<file path="src/rtl/calc_sequencer.sv">
`default_nettype none
// +----------------------------------------------------------------------+
// | calc_sequencer: sequences operand A, operator, operand B, '=' into   |
// | one ALU start and one print handshake; sticky error until CLEAR.     |
// | Option macro: CALC_SEQ_CHAIN_EN (result feeds next operand A).       |
// | Rev 1.0                                                              |
// +----------------------------------------------------------------------+
module calc_sequencer #(
  parameter int NUM_W   = 10,
  parameter int RES_W   = 20,
  parameter int TMO_CYC = 1023
) (
  input  logic             clk,
  input  logic             rst,
  input  logic             tok_valid,
  input  logic [2:0]       tok_mode,
  input  logic [1:0]       tok_check,
  input  logic [NUM_W-1:0] tok_num,
  output logic [NUM_W-1:0] op_a,
  output logic [NUM_W-1:0] op_b,
  output logic [2:0]       alu_op,
  output logic             alu_start,
  input  logic             alu_done,
  input  logic [RES_W-1:0] alu_result,
  output logic             print_en,
  input  logic             print_ready,
  output logic [RES_W-1:0] print_data,
  output logic             err,
  output logic             busy
);

  localparam int               CNT_W    = $clog2(TMO_CYC + 1);
  localparam logic [CNT_W-1:0] TMO_LAST = CNT_W'(TMO_CYC - 1);
  localparam logic [2:0]       M_NUM    = 3'd0;
  localparam logic [2:0]       M_CLEAR  = 3'd5;
  localparam logic [2:0]       M_RSVD   = 3'd7;

  typedef enum logic [3:0] {
    S_IDLE   = 4'd0,
    S_GOT_A  = 4'd1,
    S_GOT_OP = 4'd2,
    S_GOT_B  = 4'd3,
    S_EXEC   = 4'd4,
    S_WAIT   = 4'd5,
    S_PRINT  = 4'd6,
    S_ERROR  = 4'd7
`ifdef CALC_SEQ_CHAIN_EN
    ,S_CHAIN = 4'd8
`endif
  } state_t;

  state_t           state_q, state_d;
  logic [NUM_W-1:0] op_a_q, op_a_d, op_b_q, op_b_d;
  logic [2:0]       alu_op_q, alu_op_d;
  logic [RES_W-1:0] print_data_q, print_data_d;
  logic [CNT_W-1:0] cnt_q, cnt_d;
  logic             tok_clear, tok_bad, is_num, is_oper;

  // CLEAR is honoured whatever the check field says.
  assign tok_clear = tok_valid && (tok_mode == M_CLEAR);
  assign tok_bad   = (tok_check != 2'b01) || (tok_mode == M_RSVD);
  assign is_num    = (tok_mode == M_NUM);
  assign is_oper   = (tok_mode >= 3'd1) && (tok_mode <= 3'd4);

  always_comb begin
    state_d      = state_q;
    op_a_d       = op_a_q;
    op_b_d       = op_b_q;
    alu_op_d     = alu_op_q;
    print_data_d = print_data_q;
    cnt_d        = '0;
    if (tok_clear) begin
      state_d      = S_IDLE;
      op_a_d       = '0;
      op_b_d       = '0;
      alu_op_d     = '0;
      print_data_d = '0;
    end else begin
      case (state_q)
        S_IDLE: if (tok_valid) begin
          if (!tok_bad && is_num) begin
            op_a_d  = tok_num;
            state_d = S_GOT_A;
          end else state_d = S_ERROR;
        end
        S_GOT_A: if (tok_valid) begin
          if (tok_bad) state_d = S_ERROR;
          else if (is_num) op_a_d = tok_num;
          else if (is_oper) begin
            alu_op_d = tok_mode;
            state_d  = S_GOT_OP;
          end else state_d = S_ERROR;
        end
        S_GOT_OP: if (tok_valid) begin
          if (tok_bad) state_d = S_ERROR;
          else if (is_num) begin
            op_b_d  = tok_num;
            state_d = S_GOT_B;
          end else if (is_oper) alu_op_d = tok_mode;
          else state_d = S_ERROR;
        end
        S_GOT_B: if (tok_valid) begin
          if (tok_bad || is_oper) state_d = S_ERROR;
          else if (is_num) op_b_d = tok_num;
          else state_d = S_EXEC;
        end
        S_EXEC: state_d = S_WAIT;
        // A done arriving on the final count still wins over the timeout.
        S_WAIT: begin
          if (alu_done) begin
            print_data_d = alu_result;
            state_d      = S_PRINT;
          end else if (cnt_q == TMO_LAST) state_d = S_ERROR;
          else cnt_d = cnt_q + 1'b1;
        end
        S_PRINT: if (print_ready) begin
`ifdef CALC_SEQ_CHAIN_EN
          state_d = S_CHAIN;
`else
          state_d = S_IDLE;
`endif
        end
`ifdef CALC_SEQ_CHAIN_EN
        S_CHAIN: if (tok_valid) begin
          if (tok_bad) state_d = S_ERROR;
          else if (is_num) begin
            op_a_d  = tok_num;
            state_d = S_GOT_A;
          end else if (is_oper) begin
            if (|print_data_q[RES_W-1:NUM_W]) state_d = S_ERROR;
            else begin
              op_a_d   = print_data_q[NUM_W-1:0];
              alu_op_d = tok_mode;
              state_d  = S_GOT_OP;
            end
          end else state_d = S_ERROR;
        end
`endif
        S_ERROR: state_d = S_ERROR;
        default: state_d = S_IDLE;
      endcase
    end
  end

  always_ff @(posedge clk or posedge rst) begin
    if (rst) begin
      state_q      <= S_IDLE;
      op_a_q       <= '0;
      op_b_q       <= '0;
      alu_op_q     <= '0;
      print_data_q <= '0;
      cnt_q        <= '0;
    end else begin
      state_q      <= state_d;
      op_a_q       <= op_a_d;
      op_b_q       <= op_b_d;
      alu_op_q     <= alu_op_d;
      print_data_q <= print_data_d;
      cnt_q        <= cnt_d;
    end
  end

  assign op_a       = op_a_q;
  assign op_b       = op_b_q;
  assign alu_op     = alu_op_q;
  assign print_data = print_data_q;
  assign alu_start  = (state_q == S_EXEC);
  assign print_en   = (state_q == S_PRINT);
  assign err        = (state_q == S_ERROR);
  assign busy       = (state_q == S_EXEC) || (state_q == S_WAIT) || (state_q == S_PRINT);

endmodule
`default_nettype wire

</file>
<file path="config.mk">
export PLATFORM = sky130hd
export DESIGN_NAME = calc_sequencer
export DESIGN_NICKNAME = d
export VERILOG_FILES = /design/src/rtl/calc_sequencer.sv
export SDC_FILE = /design/constraint.sdc
export NUM_CORES = 1
export LEC_CHECK = 0
export BUFFER_PORTS_ARGS = -buffer_cell sky130_fd_sc_hd__buf_2
export CAP_MARGIN = 20
export CORE_MARGIN = 2
export CORE_UTILIZATION = 46
export CTS_CLUSTER_DIAMETER = 150
export DETAILED_ROUTE_END_ITERATION = 8
export PLACE_DENSITY = 0.76
export SKIP_CTS_REPAIR_TIMING = 1
export SLEW_MARGIN = 20
export SYNTH_ARGS = -nofsm -noshare
export SYNTH_HDL_FRONTEND = slang
export SYNTH_SLANG_ARGS = --single-unit
</file>
<file path="constraint.sdc">
create_clock -name clk -period 1.52 [get_ports clk]
set_input_delay 0 -clock clk [delete_from_list [all_inputs] [get_ports clk]]
set_output_delay 0 -clock clk [all_outputs]
set_load 0.05 [all_outputs]
</file>
# Word level (Yosys, flattened, before mapping)
# Cells that the tools add are included.
dict set report word_totals {
  register_bits 57
  output_inout_bits 47
  elab_cells 104
}
dict set report classes {
  magnitude_cmp 2
  n_reduce_logical 23
  mux 45
  n_eq_ne 27
  n_addsub 1
}
# cell count
set op_table {}
lappend op_table {{$mux W10} 16}
lappend op_table {{$mux W20} 3}
lappend op_table {{$mux W4} 15}
lappend op_table {{$pmux W10 S2} 2}
lappend op_table {{$pmux W4 S8} 1}
lappend op_table {{$ne A3 B3 Y1 const B} 9}
lappend op_table {{$mux W3} 8}
lappend op_table {{$eq A4 B3 Y1 const B} 4}
lappend op_table {{$ne A4 B4 Y1 const B} 3}
lappend op_table {{$add A10 B1 Y10 const B} 1}
lappend op_table {{$eq A10 B10 Y1 const B} 1}
lappend op_table {{$reduce_and A5 Y1} 2}
lappend op_table {{$reduce_bool A2 Y1} 5}
lappend op_table {{$reduce_and A9 Y1} 1}
lappend op_table {{$eq A4 B2 Y1 const B} 2}
lappend op_table {{$eq A3 B3 Y1 const B} 2}
lappend op_table {{$reduce_and A6 Y1} 1}
lappend op_table {{$reduce_bool A3 Y1} 2}
lappend op_table {{$ne A5 B5 Y1 const B} 1}
lappend op_table {{$eq A4 B1 Y1 const B} 1}
lappend op_table {{$logic_not A4 Y1} 1}
lappend op_table {{$logic_or A1 B1 Y1} 4}
lappend op_table {{$ne A2 B2 Y1 const B} 2}
lappend op_table {{$ge A3 B1 Y1 const B} 1}
lappend op_table {{other kinds (8)} 10}

# Longest topological paths before layout
dict set report logic_depth {
  word_depth 8
  depth_mapped 7
}

# Worst setup path before layout
# OpenSTA, ideal clock, no wires.
dict set report synth_timing {
  kind {flip-flop to output port}
  start {register state_q[2]}
  end {output alu_start}
  slack_ns -0.182
  t_arrival_ns 1.702
  n_path_buf 1
  stages_incl_launch_ff 3
  path_cell_list {dfrtp_1 buf_4 nor3b_1}
}
dict set report synth_via {
  elab_chain_len 1
}
# item line_no
set synth_rtl {}
lappend synth_rtl {{start, declared} 52} ;# state_t state_q, state_d;
lappend synth_rtl {{start signal, assigned} 154} ;# state_q <= state_d;
lappend synth_rtl {{$eq A4 B3 Y1} 167} ;# assign alu_start = (state_q == S_EXEC);
lappend synth_rtl {{end, declared} 22} ;# output logic alu_start,
# Every way passes these cells.

# Worst setup path in the final report
dict set report layout_timing {
  start {register state_q[2]}
  end {register op_b_q[4] (netlist: op_b[4])}
}
dict set report layout_via {
  elab_chain_len 3
  elab_cells_between_ends 10
}
# item line_no
set layout_rtl {}
lappend layout_rtl {{$eq A4 B2 Y1} 79} ;# case (state_q)
lappend layout_rtl {{$ne A3 B3 Y1 (no source line), or another cell as far along} n/a}
lappend layout_rtl {{$reduce_and A5 Y1 (no source line) or $mux W10 (tied branches)} n/a}
lappend layout_rtl {{end signal, assigned} 156} ;# op_b_q <= op_b_d;
lappend layout_rtl {{end, declared} 53} ;# logic [NUM_W-1:0] op_a_q, op_a_d, op_b_q, op_b_d;
# Several ways; a longest one is shown, not always the timed one.
# A chain may end at the register's enable or synchronous reset.

==> flow_summary.json <==
{
  "dp_hpwl_um": 4704,
  "postRouteAntennaNets": 0,
  "ys_top_cells_by_area": "dfrtp_1 (52%), nand2_1 (9.6%), a21oi_1 (3.9%)",
  "reg2reg_slack_ns": -0.06,
  "crit_chain": "buf_6, nor3b_4, nand3_1, nand2_1, nand3b_1, buf_6, a22o_1",
  "drv_cap": 0,
  "dpl_worst_slack_ns": -0.07932,
  "pwr-share-comb": 0.543,
  "fmax_ghz": 0.6336,
  "p_sw_mw": 3.301,
  "tightest_slew_ns": 0.4052,
  "hold_ws_ns": -0.0007775,
  "async_flop_share": 1.000,
  "gp_congestion": 0.9007,
  "first_global_vias": 2234,
  "crit_start": "state_q[2]",
  "n_antenna_cell": 0,
  "slowest_delay_ns": 0.42,
  "seq_power_share": 0.329,
  "rsz0062_at_grt": "yes",
  "fin_ws_ns": -0.05816,
  "synth_area_leader_cell": "dfrtp_1",
  "synthesis.nets": 312,
  "ys_ff_latch": 56,
  "synth_area_um2": 2700,
  "viasPerCell": 5.150,
  "htree_levels": 2,
  "cp.required_ns": 1.73,
  "swShare": 0.4957,
  "fin_crit_sh": 1.038,
  "syn_inst": 270,
  "fp.dieH_um": 80.62,
  "drive_above_1_share": 0.3888,
  "worstPathArrival_ns": 1.79,
  "die_x_um": 80.62,
  "violations": "negative hold slack, negative setup slack",
  "track_usage": 0.2038,
  "clk_path_buf_depth": 2,
  "outcome": "finished, violations left",
  "cts_made_buffers": 5,
  "yosysMostFrequentCell": "nand2_1",
  "power_density_nw_per_um2": 1703,
  "min_period_ns": 1.578,
  "clk_pin_slew_ns": 0.10,
  "path_class": "reg2reg",
  "cp-end-kind": "register",
  "drc": 0,
  "rr_startpoint": "state_q[2]",
  "clock-sinks": 56,
  "setup_viol": 26,
  "syn_to_final_growth_pct": 44.76,
  "synth-main-ff-cell": "dfrtp_1",
  "grt_pass1_wl_um": 10210,
  "cp_max_fo": 10,
  "p_int_mw": 3.358,
  "crit_path_top_delay_cell": "dfrtp_1",
  "clkPwrFrac": 0.129,
  "syn_area_per_cell_um2": 10.00,
  "wl_per_cell_um": 14.28,
  "synth_edf_count": 0,
  "synthDistinctLibCells": 48,
  "drt_iter0_drc": 99,
  "worstSkewPairLatency_ns": 0.32,
  "vias": 2477,
  "overflow": 0,
  "p_leak_nw": 1.966,
  "yosys-top-cells-count": "nand2_1 (69), dfrtp_1 (56), a21oi_1 (21)",
  "hold_viol_final": 1,
  "routed_wl_um": 6867,
  "min_from": "print_ready",
  "first_pass_iters": 4,
  "crit_path_start_kind": "register",
  "holdPathStages": 3,
  "coreArea_um2": 5574,
  "cts_tree": "done",
  "reg2reg_to": "op_b[4]",
  "cts-root-buf": "clkbuf_8",
  "initial_core_util": 0.4844,
  "max_slew_margin": 0.7295,
  "yosysTopAreaCellShare": 0.5190,
  "grt_max_degree": 40,
  "holdPathEnd": "state_q[2]",
  "vdd_drop_max_v": 0.001266,
  "reg2reg_depth": 7,
  "critical-path-top-cell-by-count": "buf_6",
  "final_nets": 450,
  "fin_skew_ns": 0.008585,
  "die_area_um2": 6499,
  "ys_warn_count": 0,
  "antenna_found_initial": 0,
  "placementRows": 27,
  "seq_area_frac_synth": 0.5190,
  "portBuffers": 86,
  "min_path_type": "in2reg",
  "io_pins": 87,
  "slew_viol_final": 0
}
## state kept, by name, indices dropped and copies added (netlist names)
name / count
alu_op: 3
print_data: 20
op_a: 10
state_q: 3
cnt_q: 10
op_b: 10
## power groups by stage
| stage | clock (mW) | sequential (mW) | combinational (mW) |
|---|---|---|---|
| finish | 0.856 | 2.19 | 3.61 |
| CTS | 0.867 | 2.16 | 3.40 |
| detailed placement | 0 | 2.19 | 3.40 |
| floorplan | 0 | 3.52 | 1.17 |
| global route | 0.927 | 2.24 | 3.83 |
| global placement | 0 | 2.18 | 3.34 |
## cells by family (layout without fill, tap and decap cells)
family / count (synthesis) / count (layout) / share of synthesized area
adder cells (fa/ha/maj): 2 / 2 / 0.009266
XOR/XNOR: 9 / 9 / 0.02920
multiplexers: 3 / 3 / 0.01158
AND/OR/NAND/NOR: 124 / 124 / 0.2535
AO/OA/AOI/OAI: 54 / 54 / 0.1353
flip-flops: 56 / 56 / 0.5190
buffers and inverters: 22 / 161 / 0.04217
## layout by cell type, fill, tap and decap left out, drive strengths merged, types with 2 or more instances in the layout
cell,n
ha,2
a22o,10
clkbuf,5
nor3b,3
nor2,16
and2,2
dfrtp,56
and3,4
nand4,5
nand3b,2
nor3,2
clkinvlp,2
o21ai,13
a21oi,22
o2bb2ai,2
inv,7
or3,2
nor2b,2
xor2,8
and4,2
dlygate4sd3,31
nand2,69
nand3,10
and2b,2
mux2i,2
buf,116
## worst max path at each step
stage	to
2_1_floorplan	alu_op[1]
3_3_place_gp	alu_op[1]
3_5_place_dp	alu_op[1]
4_1_cts	alu_op[1]
5_1_grt	alu_op[1]
6_report	op_b[4]
## critical path, delay by kind of cell, from the launching register on
family	cells	cell delay, ns
flip-flops	1	0.42
AND/OR/NAND/NOR	4	0.53
buffers and inverters	2	0.29
AO/OA/AOI/OAI	1	0.23
## routing by layer
metal  part of all wire  global-route usage  routed length (µm)
met1               0.42              0.2592                2905
met2               0.51              0.3442                3475
met3              0.048             0.05730                 332
met4              0.022             0.04915                 152
met5                  0                   0                   0
## per-stage QoR
stage / power [mW] / instances / utilization / instance area [µm²] / TNS, ns
2_1_floorplan: 4.684 / 270 / - / 2714 / -0.06368
5_1_grt: 7.000 / 481 / 0.7012 / 3909 / -3.026
3_3_place_gp: 5.519 / 439 / 0.6126 / 3415 / -0.1454
3_5_place_dp: 5.588 / 439 / 0.6126 / 3415 / -0.9837
4_1_cts: 6.433 / 447 / 0.6296 / 3510 / -1.565
6_report: 6.658 / 481 / 0.7012 / 3909 / -1.024
## final cells by class
cell class                 instances  area (µm²)
fill                             407        1665
sequential                        56        1404
multi-input combinational        192        1235
timing repair buffer             147        1062
tap                               72       90.09
clock buffer                       5       68.82
clock inverter                     3       26.28
inverter                           6       22.52
Power figures use the tool's default switching activity.
